$ cat src/rtl/buf_exec_seq.sv
// Sequencer for one src/dst buffer pass of a fully-connected layer.
// Optional `BUF_EXEC_SEQ_STALL_EN adds a stall input that freezes the pass.
module buf_exec_seq #(
    parameter int LAT = 4,
    parameter int AW  = 13
) (
    input  logic          clk,
    input  logic          rst_n,
    input  logic          start,
    input  logic [11:0]   is,
    input  logic [11:0]   os,
    input  logic          sbank,
    input  logic          dbank,
    input  logic          acc_en,
`ifdef BUF_EXEC_SEQ_STALL_EN
    input  logic          stall,
`endif
    output logic          exec,
    output logic [AW-1:0] ia,
    output logic          first,
    output logic          outr,
    output logic          accr,
    output logic [AW-1:0] oa,
    output logic          busy,
    output logic          done
);

    localparam int CW = AW - 1;

    typedef enum logic [1:0] {
        S_IDLE,
        S_RUN,
        S_DRAIN,
        S_DONE
    } state_t;

    state_t state_q, state_d;

    logic [CW-1:0] is_l, os_l;
    logic [CW-1:0] icnt, ocnt;
    logic          sbank_l, dbank_l, acc_l;
    logic [LAT-1:0] pv;
    logic [CW-1:0]  pidx [LAT];
    logic [AW-1:0]  oa_q;
    logic           stall_w;
    logic           hold;
    logic           grp_end;
    logic           last_exec;

`ifdef BUF_EXEC_SEQ_STALL_EN
    assign stall_w = stall;
`else
    assign stall_w = 1'b0;
`endif

    assign hold      = stall_w && (state_q == S_RUN || state_q == S_DRAIN);
    assign exec      = (state_q == S_RUN) && !stall_w;
    assign grp_end   = (icnt == is_l);
    assign last_exec = exec && grp_end && (ocnt == os_l);
    assign ia        = {sbank_l, icnt};
    assign first     = exec && (icnt == '0);

    // A frozen pipe must not repeat its head strobe.
    assign outr = pv[LAT-1] && !hold;
    assign accr = outr && acc_l;
    assign oa   = outr ? {dbank_l, pidx[LAT-1]} : oa_q;

    always_comb begin
        state_d = state_q;
        busy    = 1'b0;
        done    = 1'b0;
        unique case (state_q)
            S_IDLE: begin
                if (start) state_d = S_RUN;
            end
            S_RUN: begin
                busy = 1'b1;
                if (last_exec) state_d = S_DRAIN;
            end
            S_DRAIN: begin
                busy = 1'b1;
                if (pv == '0) state_d = S_DONE;
            end
            S_DONE: begin
                done    = 1'b1;
                state_d = S_IDLE;
            end
            default: state_d = S_IDLE;
        endcase
    end

    always_ff @(posedge clk or negedge rst_n) begin
        if (!rst_n) begin
            state_q <= S_IDLE;
            is_l    <= '0;
            os_l    <= '0;
            sbank_l <= 1'b0;
            dbank_l <= 1'b0;
            acc_l   <= 1'b0;
            icnt    <= '0;
            ocnt    <= '0;
        end else begin
            state_q <= state_d;
            if (state_q == S_IDLE && start) begin
                is_l    <= is;
                os_l    <= os;
                sbank_l <= sbank;
                dbank_l <= dbank;
                acc_l   <= acc_en;
                icnt    <= '0;
                ocnt    <= '0;
            end else if (exec) begin
                if (grp_end) begin
                    icnt <= '0;
                    ocnt <= ocnt + 1'b1;
                end else begin
                    icnt <= icnt + 1'b1;
                end
            end
        end
    end

    // Writeback delay line: one entry per output group, tagged with its index.
    always_ff @(posedge clk or negedge rst_n) begin
        if (!rst_n) begin
            pv   <= '0;
            oa_q <= '0;
            for (int i = 0; i < LAT; i++) pidx[i] <= '0;
        end else begin
            if (outr) oa_q <= {dbank_l, pidx[LAT-1]};
            if (!hold) begin
                pv[0]   <= exec && grp_end;
                pidx[0] <= ocnt;
                for (int i = 1; i < LAT; i++) begin
                    pv[i]   <= pv[i-1];
                    pidx[i] <= pidx[i-1];
                end
            end
        end
    end

endmodule

$ cat config.mk
export PLATFORM = sky130hd
export DESIGN_NAME = buf_exec_seq
export DESIGN_NICKNAME = d
export VERILOG_FILES = /design/src/rtl/buf_exec_seq.sv
export SDC_FILE = /design/constraint.sdc
export NUM_CORES = 1
export LEC_CHECK = 0
export ABC_AREA = 0
export BUFFER_PORTS_ARGS = -buffer_cell sky130_fd_sc_hd__buf_4
export CAP_MARGIN = 20
export CORE_MARGIN = 3
export CORE_UTILIZATION = 51
export DETAILED_ROUTE_END_ITERATION = 6
export GPL_TIMING_DRIVEN = 0
export PLACE_DENSITY = 0.75
export SYNTH_ARGS = -nofsm -noshare
export SYNTH_HDL_FRONTEND = slang
export SYNTH_SLANG_ARGS = --single-unit
$ cat constraint.sdc
create_clock -name clk -period 1.9 [get_ports clk]
set_input_delay 0.38 -clock clk [delete_from_list [all_inputs] [get_ports clk]]
set_output_delay 0.38 -clock clk [all_outputs]
set_load 0.05 [all_outputs]
==> results.cfg, run 1 <==
[route]
avgViaCountPerCell = 5.439
ant_nets = 0
vias = 3405
post_drt_wl_per_cell_um = 17.77
drtIter0Drc = 236
drt_first_pass_iters = 6
wirelength_um = 11120
drc = 0

[floorplanning]
num_rows = 34
ios = 62
chipWidth_um = 101.2
die_h_um = 101.2
core_sq_um = 8763
die-area_sq_um = 10230
initial_core_util_pct = 52.70

[synthesis]
async_flop_share_pct = 100.0
ys_seq_area_share_pct = 63.94
post_synth.cell_area_avg_sq_um = 11.69
synth_edf_count = 0
ys_warn_count = 0
netlist_area_sq_um = 4618
synth_cell_types = 38
ys_ff_latch = 118
netlist_instances = 395
synth_top_flop_cell = dfrtp_1
syn_nets = 433

[placed_design]
place_ws_ps = -320.9
dp_hpwl_um = 6109
port_buffers = 61
placed_area_sq_um = 5284
gp_congestion = 0.8793
place_inst = 565

[worst_setup_path]
critPathMaxFanout = 4
cp-start-kind = register
cp_cell_sequence = inv_2, ha_4, buf_8, inv_6, nor4b_4, and3_4, buf_8
crit_slowest_cell = dfrtp_1
cpMostUsedCell = buf_8
path_buf_inv = 4
end_kind = primary output
path_class = register to primary output
arrival_ps = 1890
cpPeakStageDelay_ps = 390
crit_required_ps = 1520
crit_family = simple AND/OR/NAND/NOR gates

[layout]
drive_above_1_share_pct = 40.93
fin_cells = 626
antenna_cells = 0
final_area_sq_um = 6556
nets = 543
area_growth_pct = 41.97

[grt]
grt_max_degree = 67
grt_pass1_vias = 3405
grt_pass1_wl_um = 17190
antenna_found_initial = 0
grtUsageTotal_pct = 22.03
grt-ovfl-total = 0

[pwr]
p_sw_share_pct = 34.50
combPwrFrac_pct = 29.7
power_switching_w = 0.003089
powerDensity_nw_per_um2 = 1366
power_frac_seq_pct = 36.2
internal-power_w = 0.005865
p_leak_nw = 3.172
p_total_w = 0.008954
vdd_drop_max_mv = 0.7903
clkPwrFrac_pct = 34.1

[timing]
fin_worst_skew_ps = 10.59
setup_viol = 23
slew_headroom_pct = 54.61
drv_slew = 0
rsz0062_at_grt = true
worst_slew_pin_slew_ps = 680.9
min_period_ps = 2266
timing.final.ws_setup_ps = -365.8
fin_crit_sh_pct = 119.3
fmax_ghz = 0.4413
hold_viol_final = 0

[clocking]
cts_tree = built
cts_sinks = 118
cts_max_level = 4
clock_latency_ps = 520
clk_pin_slew_ps = 60
root_buffer = clkbuf_8
cts_made_buffers = 17
clk_path_buf_depth = 2

[outcome]
violations = negative setup slack
status = finished with violations

[min_path]
worstHoldPathType = primary input to register

[job]
cap_viol_max_count = 0
## power groups by stage
| stage | Sequential (W) | Combinational [W] | Clock, W |
|---|---|---|---|
| 6_report | 0.00324 | 0.00266 | 0.00305 |
| 3_5_place_dp | 0.00322 | 0.00211 | 0 |
| 2_1_floorplan | 0.00323 | 0.00152 | 0 |
| 5_1_grt | 0.00328 | 0.00287 | 0.00320 |
| 3_3_place_gp | 0.00322 | 0.00205 | 0 |
| 4_1_cts | 0.00322 | 0.00252 | 0.00308 |
## cell families after synthesis
kind of cell             share of synthesized area [%]
buffers and inverters                            2.953
XOR/XNOR                                         7.017
AO/OA/AOI/OAI                                    4.389
AND/OR/NAND/NOR                                  16.15
multiplexers                                     3.387
adder cells (fa/ha/maj)                          2.168
flip-flops                                       63.94
## state kept, by name (all words and copies together), names as in the netlist
signal   flops
pv           4
icnt        12
sbank_l      1
pidx        48
dbank_l      1
os_l        12
ocnt        12
oa_q        13
state_q      2
is_l        12
acc_l        1
## cell usage after synthesis (all sizes together) (2+ instances only)
library cell	count	area share, %
or3	4	0.54
nor4	5	0.68
buf	5	1.0
a21oi	13	1.4
nor3	3	0.33
xor2	7	1.3
and2	2	0.27
o2111ai	2	0.38
o21ai	5	0.54
nand3	13	1.4
nor2	18	1.5
o31ai	8	1.3
inv	13	1.1
xnor2	27	5.7
and4	4	0.84
mux2	13	3.2
ha	8	2.2
and3	2	0.27
nand4	10	1.7
clkbuf	11	0.89
nand2	91	7.4
or4	5	0.81
dfrtp	118	64
## stage by stage
stage | TNS [ps] | hold WS [ps] | utilization [%]
2_1_floorplan | -179.1 | 84.41 | -
3_3_place_gp | -3807 | 331.0 | 59.98
3_5_place_dp | -4753 | 334.7 | 60.29
4_1_cts | -2242 | 39.56 | 72.74
5_1_grt | -3625 | 45.16 | 74.81
6_report | -2353 | 54.36 | 74.81
## metal layers
metal  global-route usage (%)  part of all wire (%)  wire, um
met3                    6.267                   5.6       619
met5                        0                     0         0
met2                    36.22                    52      5770
met4                    7.975                   1.9       206
met1                    28.05                    41      4525
## path summary, 6_finish.rpt
kind / start / end / slack (ps) / depth (start not counted)
worst max register to register: icnt[9]$_DFFE_PN0P_ / ocnt[5]$_DFFE_PN0P_ / -150 / 6
min in group asynchronous: rst_n / pidx[8]$_DFF_PN0_ / 450 / 2
max in group asynchronous: rst_n / icnt[11]$_DFFE_PN0P_ / 700 / 3
worst max-delay path: state_q[1]$_DFFE_PN0P_ / first / -370 / 7
worst min-delay path: os[7] / os_l[7]$_DFFE_PN0P_ / 50 / 3
worst min register to register: pidx[25]$_DFF_PN0_ / pidx[13]$_DFF_PN0_ / 340 / 0
## final cells by class
cell class	count	area [sq um]
flip-flops and latches	118	2975
fillers	527	2207
multi-input cells	248	1846
repair buffers	95	879.6
clock buffers	18	427.9
clock inverters	14	141.4
well taps	108	135.1
plain buffers	12	97.59
inverters	13	53.80
## layout by cell type (no fill, tap or decap), types with 6 or more instances in the layout
cell and count:
clkbuf_16 16, buf_8 17, mux2_4 13, a21oi_2 6, xnor2_1 15, inv_1 10
ha_1 6, a21oi_1 7, dfrtp_1 100, inv_6 6, nand3_1 12, nor2_1 18
dfrtp_2 18, xnor2_2 11, buf_4 73, nand2_1 90, nand4_1 9, buf_6 8
xor2_1 7
## worst register-to-register path: stages, from the launching register on
cell	delay, ps
dfrtp_2	460
xnor2_2	210
and4_4	290
nand4_4	160
buf_6	180
or4_4	520
a21oi_2	140
## timing repair
item / in CTS / in global routing
setup endpoints to repair: 39 / 37
hold endpoints to repair: 52 / 0
resized for setup: 88 / 28
hold buffers: 1 / 0
pin swaps: 13 / 14
gates cloned: 2 / 0
buffers inserted: 17 / 14
No activity file was read; power rests on OpenSTA's default activity.
==> inputs of run 2 (changes only) <==
--- a/config.mk
+++ b/config.mk
@@ -12,7 +12,8 @@
 export CORE_UTILIZATION = 51
 export DETAILED_ROUTE_END_ITERATION = 6
 export GPL_TIMING_DRIVEN = 0
-export PLACE_DENSITY = 0.75
+export PLACE_DENSITY = 0.76
+export REMOVE_ABC_BUFFERS = 1
 export SYNTH_ARGS = -nofsm -noshare
 export SYNTH_HDL_FRONTEND = slang
 export SYNTH_SLANG_ARGS = --single-unit
==> run 2 against run 1 <==
Net effect: the run still ends with negative setup slack left; sequential share of layout area fell by 0.23 points; wire length rose by 4.6%; non-clock buffer count fell by 5; design area rose by 0.63%; largest cell class unchanged; worst setup slack improved by 60 ps; utilization rose by 0.47 points; count of clock-buffer cells in the layout rose by 2; via count rose by 1.5%; first-iteration DRC count rose by 39%; final cell count fell by 0.64%; clock skew fell by 2.1 ps; fmax rose by 2.7%.
==> results.cfg, run 2 (synthesis results as in run 1) <==
[grt]
antenna_found_initial = 0
grt-ovfl-total = 0
grt_pass1_wl_um = 17220
grt_max_degree = 75
grtUsageTotal_pct = 22.24
grt_pass1_vias = 3592

[min_path]
hold_path_depth = 3
worstHoldPathType = primary input to register

[clocking]
cts_max_level = 4
cts_made_buffers = 17
clock_latency_ps = 510
root_buffer = clkbuf_8
cts_sinks = 118
clk_path_buf_depth = 2
cts_tree = built
clk_pin_slew_ps = 60

[timing]
fmax_ghz = 0.4534
rsz0062_at_grt = true
hold_viol_final = 0
timing.final.ws_setup_ps = -305.5
drv_slew = 0
fin_crit_sh_pct = 116.1
setup_viol = 28
min_period_ps = 2205
fin_worst_skew_ps = 8.489
slew_headroom_pct = 61.04
worst_slew_pin_slew_ps = 584.4

[floorplanning]
initial_core_util_pct = 52.70
chipWidth_um = 101.2
die_h_um = 101.2
die-area_sq_um = 10230
ios = 62
num_rows = 34
core_sq_um = 8763

[route]
avgViaCountPerCell = 5.556
drc = 0
post_drt_wl_per_cell_um = 18.71
ant_nets = 0
vias = 3456
wirelength_um = 11640
drt_first_pass_iters = 5
drtIter0Drc = 328

[layout]
final_area_sq_um = 6598
antenna_cells = 0
fin_cells = 622
nets = 540
layout_common_cells = dfrtp_1 (99), nand2_1 (89), buf_4 (75)
largest-register = pidx
largest_reg_flops = 48
drive_above_1_share_pct = 42.22
area_growth_pct = 42.86
final_common_cell = dfrtp_1
reg_top3 = pidx (48), oa_q (13)

[placed_design]
place_ws_ps = -608.3
placed_area_sq_um = 5194
dp_hpwl_um = 5703
place_inst = 551
port_buffers = 61
gp_congestion = 0.8624

[worst_setup_path]
path_class = register to primary output
cp-start-kind = register
r2r_cells = 5
end_kind = primary output
arrival_ps = 1830
crit_required_ps = 1520
critPathMaxFanout = 2

[outcome]
violations = negative setup slack
status = finished with violations

[pwr]
vdd_drop_max_mv = 0.9094
p_leak_nw = 3.189
powerDensity_nw_per_um2 = 1462

[job]
cap_viol_max_count = 0
[run 2: worst max-delay path, cell delays in order (launching register included)]
cell and delay [ps]:
dfrtp_1 410, inv_2 100, ha_4 170, inv_4 40, nor4b_4 220, and3_4 230
buf_8 140
[run 2: what timing repair did]
item                       4_1_cts  5_1_grt
hold buffers                     1        0
resized for setup               79       36
pin swaps                       16       21
hold endpoints to repair        44        0
cloned                           1        1
buffers inserted                24       14
setup endpoints to repair       47       34
[run 2: routing by layer]
layer	up-vias	GRT usage [%]	routed length [um]
met5	-	0	0
met4	0	9.407	267
met3	27	7.507	684
met2	140	36.62	6064
met1	1747	26.86	4624
li1	1542	-	-
[run 2: final timing paths]
check / from / end / slack [ps]
max: state_q[1]$_DFFE_PN0P_ / first / -310
min: is[2] / is_l[2]$_DFFE_PN0P_ / 50
max reg2reg: ocnt[5]$_DFFE_PN0P_ / state_q[0]$_DFFE_PN0P_ / -190
min reg2reg: pidx[13]$_DFF_PN0_ / pidx[1]$_DFF_PN0_ / 340
max in group asynchronous: rst_n / icnt[1]$_DFFE_PN0P_ / 710
min in group asynchronous: rst_n / oa_q[9]$_DFF_PN0_ / 420
[run 2: final cells by class]
class                           count  area, sq um
Sequential cell                   118         2979
Fill cell                         505         2166
Multi-Input combinational cell    250         1899
Timing Repair Buffer              102        922.1
Clock buffer                       20        435.4
Clock inverter                     11        175.2
Tap cell                          108        135.1
Inverter                           13        51.30
[run 2: power breakdown]
group / internal [W] / leakage [nW] / total (W) / switching [W]
combinational: 0.00139 / 1.33 / 0.00312 / 0.00173
clock: 0.00216 / 0.292 / 0.00329 / 0.00113
sequential: 0.00289 / 1.57 / 0.00324 / 0.000351
[run 2: metrics by stage]
stage	setup TNS (ps)	hold WS, ps	utilization, %	total power (W)
CTS	-1867	34.56	72.10	0.009225
floorplan	-5915	84.41	-	0.004617
global placement	-15430	331.3	58.47	0.005133
detailed placement	-5584	334.7	59.27	0.005271
finish	-2575	51.52	75.29	0.009646
global route	-4296	36.35	75.29	0.01005
